### src/rtl/freq_meter.sv
// freq_meter
// Measures a square-wave input against the system clock. A start request arms
// the meter. The first synchronized rising edge of sig_in (the arming edge)
// opens a gate window of GATE_CNT clk cycles. During the window the meter
// counts sig_in rising edges and captures the length of the most recent full
// sig_in period. If no arming edge arrives within TIMEOUT_CNT cycles, the
// measurement ends with timeout set.
//
// Ports:
//   clk        : system clock, rising edge
//   reset      : asynchronous, active-high reset
//   start      : one-cycle request to begin a measurement (IDLE only)
//   sig_in     : measured input, asynchronous to clk
//   busy       : high from the cycle after an accepted start through DONE
//   done       : one-cycle pulse; results valid from this cycle
//   edge_count : rising edges counted inside the gate window
//   period     : clk cycles of the last complete sig_in period in the window
//   timeout    : no arming edge arrived within TIMEOUT_CNT cycles
module freq_meter #(
  parameter logic [15:0] GATE_CNT    = 16'd50000,
  parameter logic [15:0] TIMEOUT_CNT = 16'd60000
) (
  input  logic        clk,
  input  logic        reset,
  input  logic        start,
  input  logic        sig_in,
  output logic        busy,
  output logic        done,
  output logic [15:0] edge_count,
  output logic [15:0] period,
  output logic        timeout
);

  typedef enum logic [1:0] {
    S_IDLE = 2'd0,
    S_ARM  = 2'd1,
    S_GATE = 2'd2,
    S_DONE = 2'd3
  } state_t;

  state_t      state_r;
  logic        sync1_r, sync2_r, sync3_r;
  logic        rise_s;
  logic [15:0] tcnt_r, gcnt_r, ecnt_r, pcnt_r, pcap_r;
  logic [15:0] ecnt_nxt_s, pcap_nxt_s, pcnt_sat_s;
  logic        busy_r, done_r, timeout_r;
  logic [15:0] edge_count_r, period_r;

  // Two-flop synchronizer plus a delay flop for rising-edge detection.
  always_ff @(posedge clk or posedge reset) begin
    if (reset) begin
      sync1_r <= 1'b0;
      sync2_r <= 1'b0;
      sync3_r <= 1'b0;
    end else begin
      sync1_r <= sig_in;
      sync2_r <= sync1_r;
      sync3_r <= sync2_r;
    end
  end

  assign rise_s = sync2_r & ~sync3_r;

  // Values including this cycle's edge, so a rise in the last gate cycle
  // still reaches the latched results.
  assign ecnt_nxt_s = rise_s ? (ecnt_r + 16'd1) : ecnt_r;
  assign pcap_nxt_s = rise_s ? pcnt_r : pcap_r;
  assign pcnt_sat_s = (pcnt_r == 16'hFFFF) ? 16'hFFFF : (pcnt_r + 16'd1);

  // Measurement FSM with counters and registered result outputs.
  always_ff @(posedge clk or posedge reset) begin
    if (reset) begin
      state_r      <= S_IDLE;
      tcnt_r       <= 16'd0;
      gcnt_r       <= 16'd0;
      ecnt_r       <= 16'd0;
      pcnt_r       <= 16'd0;
      pcap_r       <= 16'd0;
      busy_r       <= 1'b0;
      done_r       <= 1'b0;
      timeout_r    <= 1'b0;
      edge_count_r <= 16'd0;
      period_r     <= 16'd0;
    end else begin
      case (state_r)
        S_IDLE: begin
          tcnt_r <= 16'd0;
          gcnt_r <= 16'd0;
          ecnt_r <= 16'd0;
          pcnt_r <= 16'd0;
          pcap_r <= 16'd0;
          done_r <= 1'b0;
          if (start) begin
            state_r <= S_ARM;
            busy_r  <= 1'b1;
          end else begin
            busy_r  <= 1'b0;
          end
        end
        S_ARM: begin
          tcnt_r <= tcnt_r + 16'd1;
          if (rise_s) begin
            // The arming edge starts the window but is not counted.
            state_r <= S_GATE;
            gcnt_r  <= 16'd0;
            ecnt_r  <= 16'd0;
            pcnt_r  <= 16'd1;
            pcap_r  <= 16'd0;
          end else if (tcnt_r == (TIMEOUT_CNT - 16'd1)) begin
            state_r      <= S_DONE;
            done_r       <= 1'b1;
            edge_count_r <= 16'd0;
            period_r     <= 16'd0;
            timeout_r    <= 1'b1;
          end else begin
            state_r <= S_ARM;
          end
        end
        S_GATE: begin
          gcnt_r <= gcnt_r + 16'd1;
          ecnt_r <= ecnt_nxt_s;
          pcap_r <= pcap_nxt_s;
          pcnt_r <= rise_s ? 16'd1 : pcnt_sat_s;
          if (gcnt_r == (GATE_CNT - 16'd1)) begin
            state_r      <= S_DONE;
            done_r       <= 1'b1;
            edge_count_r <= ecnt_nxt_s;
            period_r     <= pcap_nxt_s;
            timeout_r    <= 1'b0;
          end else begin
            state_r <= S_GATE;
          end
        end
        S_DONE: begin
          state_r <= S_IDLE;
          busy_r  <= 1'b0;
          done_r  <= 1'b0;
        end
        default: begin
          state_r <= S_IDLE;
          busy_r  <= 1'b0;
          done_r  <= 1'b0;
        end
      endcase
    end
  end

  assign busy       = busy_r;
  assign done       = done_r;
  assign edge_count = edge_count_r;
  assign period     = period_r;
  assign timeout    = timeout_r;

endmodule
### config.mk
export PLATFORM = sky130hd
export DESIGN_NAME = freq_meter
export DESIGN_NICKNAME = d
export VERILOG_FILES = /design/src/rtl/freq_meter.sv
export SDC_FILE = /design/constraint.sdc
export NUM_CORES = 1
export LEC_CHECK = 0
export CORE_ASPECT_RATIO = 0.7
export CORE_MARGIN = 2
export CORE_UTILIZATION = 55
export CTS_CLUSTER_DIAMETER = 60
export CTS_CLUSTER_SIZE = 8
export DETAILED_ROUTE_END_ITERATION = 8
export GPL_ROUTABILITY_DRIVEN = 0
export GPL_TIMING_DRIVEN = 0
export MAX_ROUTING_LAYER = met4
export PLACE_DENSITY = 0.79
export SETUP_SLACK_MARGIN = 0.1
export SYNTH_ARGS = -nofsm -noshare
export SYNTH_HDL_FRONTEND = slang
export SYNTH_SLANG_ARGS = --single-unit
### constraint.sdc
create_clock -name clk -period 4.7 [get_ports clk]
set_input_delay 1.175 -clock clk [delete_from_list [all_inputs] [get_ports clk]]
set_output_delay 1.175 -clock clk [all_outputs]
set_load 0.05 [all_outputs]
### Word level (Yosys, flattened, before mapping)

Index checks and enable logic that the tools add are counted.

* register bits: 120
* input bits: 4
* output and inout port bits: 35
* logic and storage cells: 70

* add/subtract/negate cells: 4
* eq/ne operators: 11
* mux-type cells: 30
* bitwise operators: 2
* reduce and logical (&&, ||, !) cells: 9

Operator list (count)
* one-hot mux 16 bit (3 select lines): 4
* two-way mux 16 bit: 10
* one-hot mux 16 bit (2 select lines): 3
* adder 16 x 1 -> 16 bit (second input constant): 4
* equality test 16 bit (second input constant): 3
* inequality test 2 bit (second input constant): 5
* one-hot mux 2 bit (4 select lines): 1
* two-way mux 1 bit: 6
* two-way mux 2 bit: 3
* nonzero test 2 bit: 3
* equality test 2 bit (second input constant): 2
* one-hot mux 1 bit (2 select lines): 2
* AND reduction 4 bit: 1
* one-hot mux 1 bit (3 select lines): 1
* AND reduction 3 bit: 1
* nonzero test 3 bit: 1
* equality test 2 x 1 -> 1 bit (second input constant): 1
* zero test 2 bit: 1
* AND reduction 2 bit: 1
* OR reduction 2 bit: 1
* AND 1 bit: 1
* inverter 1 bit: 1

### Depth between registers and ports, before layout

Gate-level depths: netlist of run 1.

* word-level depth: 5
* mapped depth: 10

### Least setup slack after synthesis of run 1

No wires, ideal clock.

* path type: reg2reg
* from: register state_r[0]
* to: register pcnt_r[2]
* library setup time: 78 ps
* data arrival time: 2110 ps
* data required time: 4622 ps
* setup slack: 2512 ps
* cell stages (with the launch flop): 11
* buffers on the path: 3
* period minus slack after synthesis: 2188 ps
* cell sequence: dfrtp_1 > inv_1 > ha_1 > bufbuf_16 > inv_1 > a211o_1 > or2_2 > clkbuf_1 > clkbuf_1 > o21ai_0 > o2bb2ai_1

* cells in the longest elaborated chain, start to end: 3
* elaborated cells between the ends (all ways): 7
* classes of those cells: 3 x eq/ne; 1 x mux; 3 x reduce/logical

Ends and longest elaborated chain
* start, declared: RTL line 41 `state_t state_r;`
* start signal, assigned: RTL line 73 `state_r <= S_IDLE;`
* start signal, assigned: RTL line 94 `state_r <= S_ARM;`
* start signal, assigned: RTL line 104 `state_r <= S_GATE;`
* equality test 2 x 1 -> 1 bit, or another cell as far along: RTL line 85 `case (state_r)`
* inequality test 2 bit (no line) or nonzero test 3 bit (tied branches)
* AND reduction 2 bit (no line)
* end signal, assigned: RTL line 123 `pcnt_r <= rise_s ? 16'd1 : pcnt_sat_s;`
* end, declared: RTL line 44 `logic [15:0] tcnt_r, gcnt_r, ecnt_r, pcnt_r, pcap_r;`

Parallel ways exist; a longest one is shown, timed or not.
A chain may end at the register's enable or synchronous reset.

### Worst setup path after layout of run 1

* from: register edge_count_r[15] (netlist: edge_count[15])
* to: output edge_count[15]

RTL lines
* start, declared: RTL line 47 `logic [15:0] edge_count_r, period_r;`
* start signal, assigned: RTL line 127 `edge_count_r <= ecnt_nxt_s;`
* end, declared: RTL line 29 `output logic [15:0] edge_count,`

No word-level cell between the ends.

==> results of run 1 <==
[per-stage QoR]
stage          setup WS [ns]  util (%)
2_1_floorplan          0.339         -
3_3_place_gp           -1.30      61.7
3_5_place_dp            2.04      62.0
4_1_cts                 1.87      67.5
5_1_grt                 1.74      67.5
6_report                1.87      67.5
[worst paths after layout]
| path | slack [ns] | to | cells after the start |
|---|---|---|---|
| hold / removal | 0.36 | sync2_r$_DFF_PP0_ | 0 |
| setup reg to reg | 1.88 | pcnt_r[15]$_DFFE_PP0P_ | 8 |
| min in group asynchronous | 1.14 | edge_count[14]$_DFFE_PP0P_ | 2 |
| hold reg to reg | 0.36 | sync2_r$_DFF_PP0_ | 0 |
| max in group asynchronous | 2.85 | gcnt_r[11]$_DFFE_PP0P_ | 3 |
| setup / recovery | 1.87 | edge_count[15] | 1 |
[final cells by class]
type,count,area [sq um]
well taps,153,191
inverters,17,68.8
clock inverters,9,123
repair buffers,39,408
flip-flops and latches,120,3000
fillers,830,3580
plain buffers,40,294
clock buffers,22,474
multi-input cells,458,2870
[flip-flops by register name, summed over array words and instances (netlist names), named ones only]
register and cells:
ecnt_r 16, busy 1, timeout 1, done 1, sync2_r 1, pcap_r 16, sync3_r 1, pcnt_r 16
state_r 1, edge_count 16, gcnt_r 16, tcnt_r 16, sync1_r 1, period 16
[cells in the mapped netlist (3+ instances only)]
cell type  count  area, sq um
dfrtp_1      120         3000
o21ai_0       71          355
nand2_1       68          255
nor2_1        50          188
o2bb2ai_1     31          272
nand3_1       26          130
a21oi_1       24          120
clkbuf_1      21         78.8
mux2i_1       20          200
xor2_1        18          158
inv_1         17         63.8
nand4_1       17          106
a22oi_1       16          120
ha_1           9          113
nor3_1         9         45.0
a22o_1         6         52.6
a31oi_1        6         37.5
and2_1         6         37.5
and3_1         6         37.5
and4_1         6         52.6
clkbuf_8       6         82.6
o31ai_1        5         37.5
a31o_2         4         35.0
mux2_2         4         45.0
nand2b_1       4         25.0
nor4_1         4         25.0
xnor2_1        4         35.0
buf_2          3         15.0
or3_1          3         18.8
[logic make-up (layout without fill, tap and decap cells)]
kind of cell             after synthesis  count (layout)
AO/OA/AOI/OAI                        184             184
adder cells (fa/ha/maj)                9               9
buffers and inverters                 57             127
AND/OR/NAND/NOR                      218             218
XOR/XNOR                              22              22
multiplexers                          25              25
flip-flops                           120             120
[per-layer routing]
metal	up-vias	GRT usage, %
met5	-	-
met4	0	11.3
met3	42	7.53
met2	238	43.1
met1	2646	37.3
li1	2421	-
[report_power, final]
group	internal, W	switching (W)	total [W]
registers	0.00108	0.0000557	0.00113
logic	0.000290	0.000700	0.000990
clock network	0.000867	0.000456	0.00132
==> results.py, run 1 <==
metrics = {
    "synth": {
        "syn_nets": 648,
        "synthFlopType": "dfrtp_1",
        "synthXorXnorAreaFrac_pct": 3.09,
        "synth_top_family_by_area": "compound AO/OA/AOI/OAI gates",
        "synth-async-reset-ratio_pct": 100,
        "ys_warn_count": 0,
        "netlist-cell-type-count": 66,
        "synth_mux_area_share_pct": 4.12,
        "synth_compound_area_share_pct": 19.5,
        "synth_cells": 635,
        "synth_edf_count": 0,
        "syn_area_sq_um": 6230,
        "ys_seq_area_share_pct": 48.2,
        "synth-seq-cells": 120,
        "yosys.area_share.simple_pct": 17.5,
        "syn_area_per_cell_sq_um": 9.80,
        "synth_fa_ha_area_share_pct": 1.81,
    },
    "power": {
        "leakagePower_nw": 3.15,
        "power.density_nw_per_um2": 464,
        "power_w": 0.00345,
        "ir_drop_uv": 327,
    },
    "sta": {
        "hold_viol": 0,
        "setup_viol": 0,
        "post-route-period-util_pct": 60.1,
        "whs_ns": 0.362,
        "slew_headroom_pct": 41.4,
        "setup_tns_ns": 0,
        "min_period_ns": 2.83,
        "clock.fmax_mhz": 354,
        "tightest_slew_ns": 0.870,
        "rsz0062_at_grt": "no",
        "slew_violations": 0,
        "finalClockSkew_ns": 0.00805,
    },
    "detailed_routing": {
        "top_layer_used": "met4",
        "ant_nets": 0,
        "drt_iter0_drc": 524,
        "wl_met1_mm": 6.80,
        "drc": 0,
        "via_per_inst": 6.23,
        "wl_mm": 15.9,
        "avgRoutedWirePerCell_um": 18.5,
        "vias": 5347,
        "wl_met2_mm": 7.35,
        "met3_length_mm": 1.31,
        "firstDrtPassIters": 5,
    },
    "finish": {
        "antenna-diode-count": 0,
        "final_common_cell": "dfrtp_1",
        "syn_to_final_growth_pct": 19.3,
        "final_net_count": 706,
        "final_cell_mix": "120 x dfrtp_1, 71 x o21ai_0, 68 x nand2_1, 50 x nor2_1, 38 x clkdlybuf4s50_1",
        "fin_cells": 858,
        "drive_above_1_share_pct": 9.93,
        "final_area_sq_um": 7430,
    },
    "placement": {
        "io_buffers": 38,
        "dpl.hpwl_mm": 10.8,
        "dp.cells": 827,
        "place_area_sq_um": 6830,
    },
    "flow_run": {
        "cap_violations": 0,
    },
    "cts": {
        "htreeDepth": 4,
        "cts_hold_buf": 0,
        "ctsRootBufferMaster": "clkbuf_16",
        "clock-sinks": 120,
        "clkTransAtPathRegs_ns": 0.06,
        "ctsResizeCount": 0,
        "cts_tree": "done",
        "cts_setup_buffers": 0,
        "clockBufferDepth": 2,
        "cts_buffers": 17,
        "clock_latency_ns": 0.42,
    },
    "setup_path": {
        "worstSetupStartpointType": "flop",
        "critPathSlowestCell": "clkdlybuf4s50_1",
        "slowest_delay_ns": 0.83,
        "timing.rr.start": "state_r[0]$_DFFE_PP0P_",
        "setup.worst_path.start": "edge_count[15]$_DFFE_PP0P_",
        "cp_cell_sequence": "clkdlybuf4s50_1",
        "worstPathArrival_ns": 1.65,
        "crit_fanout": 2,
        "worstSetupPathType": "reg2out",
        "critPathRequiredTime_ns": 3.52,
        "crit_buf_inv": 1,
        "end_kind": "output pin",
        "crit_family": "buffers and inverters",
    },
    "global_route": {
        "grt_pass1_wl_mm": 26.6,
        "grt_overflow": 0,
        "grt_start_max_net_pins": 81,
        "grt_pass1_vias": 5230,
        "grtUsageTotal_pct": 28.5,
        "antenna_found_initial": 0,
    },
    "die": {
        "die_y_um": 93.0,
        "die_w_um": 131,
        "io_pins": 39,
        "row_count": 32,
        "core_area_sq_um": 11000,
        "start_util_pct": 56.5,
        "die_area_sq_um": 12200,
    },
    "hold_path": {
        "min_path_type": "reg2reg",
        "min-delay-start": "sync1_r$_DFF_PP0_",
    },
    "run_status": {
        "status": "finished clean",
    },
}
No activity file was read; power rests on OpenSTA's default activity.
==> run 2: changes to the inputs <==
- clock period: 4.7 -> 2.75 ns (I/O delays scaled with it)
==> results.py, run 2 (synthesis results as in run 1) <==
metrics = {
    "sta": {
        "fin_ws_ns": 0.238,
        "whs_ns": 0.358,
        "min_period_ns": 2.51,
        "clock.fmax_mhz": 398,
        "setup_viol": 0,
        "finalClockSkew_ns": 0.00806,
        "hold_viol": 0,
        "tightest_slew_ns": 0.847,
        "slew_headroom_pct": 43.4,
        "rsz0062_at_grt": "yes",
        "slew_violations": 0,
        "post-route-period-util_pct": 91.3,
    },
    "global_route": {
        "grt_start_max_net_pins": 44,
        "antenna_found_initial": 0,
        "met3_usage_pct": 6.29,
        "grt_pass1_wl_mm": 26.7,
        "grtUsageTotal_pct": 28.6,
        "grt_overflow": 0,
        "grt_pass1_vias": 5321,
        "use_met2_pct": 44.6,
        "busiest_layer": "met2",
        "met1_usage_pct": 37.0,
    },
    "finish": {
        "final_cell_mix": "120 x dfrtp_1, 71 x o21ai_0, 68 x nand2_1, 50 x nor2_1, 38 x clkdlybuf4s50_1",
        "drive_above_1_share_pct": 10.8,
        "final_common_cell": "dfrtp_1",
        "final_net_count": 706,
        "final_area_sq_um": 7420,
        "fillers": 835,
        "antenna-diode-count": 0,
        "syn_to_final_growth_pct": 19.2,
    },
    "cts": {
        "htreeDepth": 4,
        "cts_setup_buffers": 0,
        "clockBufferDepth": 2,
        "clkTransAtPathRegs_ns": 0.05,
        "ctsRootBufferMaster": "clkbuf_16",
        "clock-sinks": 120,
        "clock_latency_ns": 0.42,
        "cts_buffers": 17,
        "cts_tree": "done",
    },
    "flow_run": {
        "cap_violations": 0,
    },
    "hold_path": {
        "min-delay-start": "sync1_r$_DFF_PP0_",
        "min_path_type": "reg2reg",
    },
    "power": {
        "switching_share_pct": 36.1,
        "p_int_w": 0.00367,
        "clkPwrFrac_pct": 36.9,
        "ir_drop_uv": 574,
        "leakagePower_nw": 3.14,
        "power.density_nw_per_um2": 773,
        "p_comb_share_pct": 29.3,
        "switchingPower_w": 0.00207,
        "seqPwrFrac_pct": 33.8,
    },
    "setup_path": {
        "crit_fanout": 8,
        "critPathSlowestCell": "dfrtp_1",
        "cp_cell_sequence": "ha_1 -> and4_1 -> clkbuf_2 -> nand4_1 -> o21ai_2 -> o21ai_0 -> mux2_2",
        "worstSetupStartpointType": "flop",
        "worstPathArrival_ns": 2.81,
        "r2r_setup_slack_ns": 0.24,
        "setup.worst_path.start": "tcnt_r[0]$_DFFE_PP0P_",
        "critPathRequiredTime_ns": 3.05,
        "worstSetupPathType": "reg2reg",
        "end_kind": "flop",
        "slowest_delay_ns": 0.39,
        "timing.rr.start": "tcnt_r[0]$_DFFE_PP0P_",
    },
    "detailed_routing": {
        "avgRoutedWirePerCell_um": 18.7,
        "drt_iter0_drc": 471,
        "wl_mm": 16.1,
        "drc": 0,
        "firstDrtPassIters": 5,
        "ant_nets": 0,
        "vias": 5313,
        "via_per_inst": 6.19,
    },
    "die": {
        "io_pins": 39,
        "die_area_sq_um": 12200,
        "die_y_um": 93.0,
        "core_area_sq_um": 11000,
        "die_w_um": 131,
        "start_util_pct": 56.5,
        "row_count": 32,
    },
    "placement": {
        "dpl.hpwl_mm": 10.9,
        "io_buffers": 38,
        "place_area_sq_um": 6840,
        "dp_slack_ns": 0.136,
    },
    "run_status": {
        "status": "finished clean",
    },
}
-- run 2: worst paths after layout --
| check | endpoint | cells past startpoint |
|---|---|---|
| setup / recovery | done$_DFFE_PP0P_ | 7 |
| hold / removal | sync2_r$_DFF_PP0_ | 0 |
| setup reg to reg | done$_DFFE_PP0P_ | 7 |
| hold reg to reg | sync2_r$_DFF_PP0_ | 0 |
| max in group asynchronous | tcnt_r[3]$_DFFE_PP0P_ | 3 |
| min in group asynchronous | edge_count[9]$_DFFE_PP0P_ | 2 |
-- run 2: routing by layer --
layer / vias up / wire [um] / part of all wire, %
met4: 0 / 293 / 1.8
met2: 222 / 7540 / 47
met1: 2642 / 7130 / 44
met3: 29 / 1140 / 7.1
met5: - / 0 / 0
li1: 2420 / - / -
-- run 2: power groups by stage --
stage	Clock [W]	Combinational [W]	Sequential (W)
finish	0.00212	0.00168	0.00194
global route	0.00221	0.00182	0.00195
CTS	0.00211	0.00165	0.00193
detailed placement	0	0.00164	0.00196
global placement	0	0.00157	0.00195
floorplan	0	0.00109	0.00200
-- run 2: final cells by class --
cell class	count	area (sq um)	share of cell area, %
Clock buffer	23	488	6.58
Buffer	39	294	3.96
Inverter	17	67.6	0.911
Tap cell	153	191	2.58
Multi-Input combinational cell	458	2880	38.9
Timing Repair Buffer	40	420	5.67
Clock inverter	9	72.6	0.978
Sequential cell	120	3000	40.5
-- run 2: critical path: cells and delay by family (launching register included) --
kind	cells	cell delay (ns)
adder cells (fa/ha/maj)	1	0.25
AND/OR/NAND/NOR	2	0.46
flip-flops	1	0.39
AO/OA/AOI/OAI	2	0.70
buffers and inverters	1	0.20
multiplexers	1	0.39
-- run 2: timing repair --
action | CTS | global route
hold buffers | 0 | 0
gates resized for setup | 0 | 7
pin swaps | 0 | 0
endpoints found under the setup margin | 3 | 12
-- run 2: stage by stage --
step / total power (W) / utilization, % / instances / setup TNS [ns]
finish: 0.00574 / 67.4 / 859 / 0
global route: 0.00597 / 67.4 / 859 / 0
CTS: 0.00569 / 67.2 / 859 / 0
detailed placement: 0.00360 / 62.1 / 828 / 0
global placement: 0.00352 / 61.8 / 826 / -60.05
floorplan: 0.00308 / - / 635 / 0
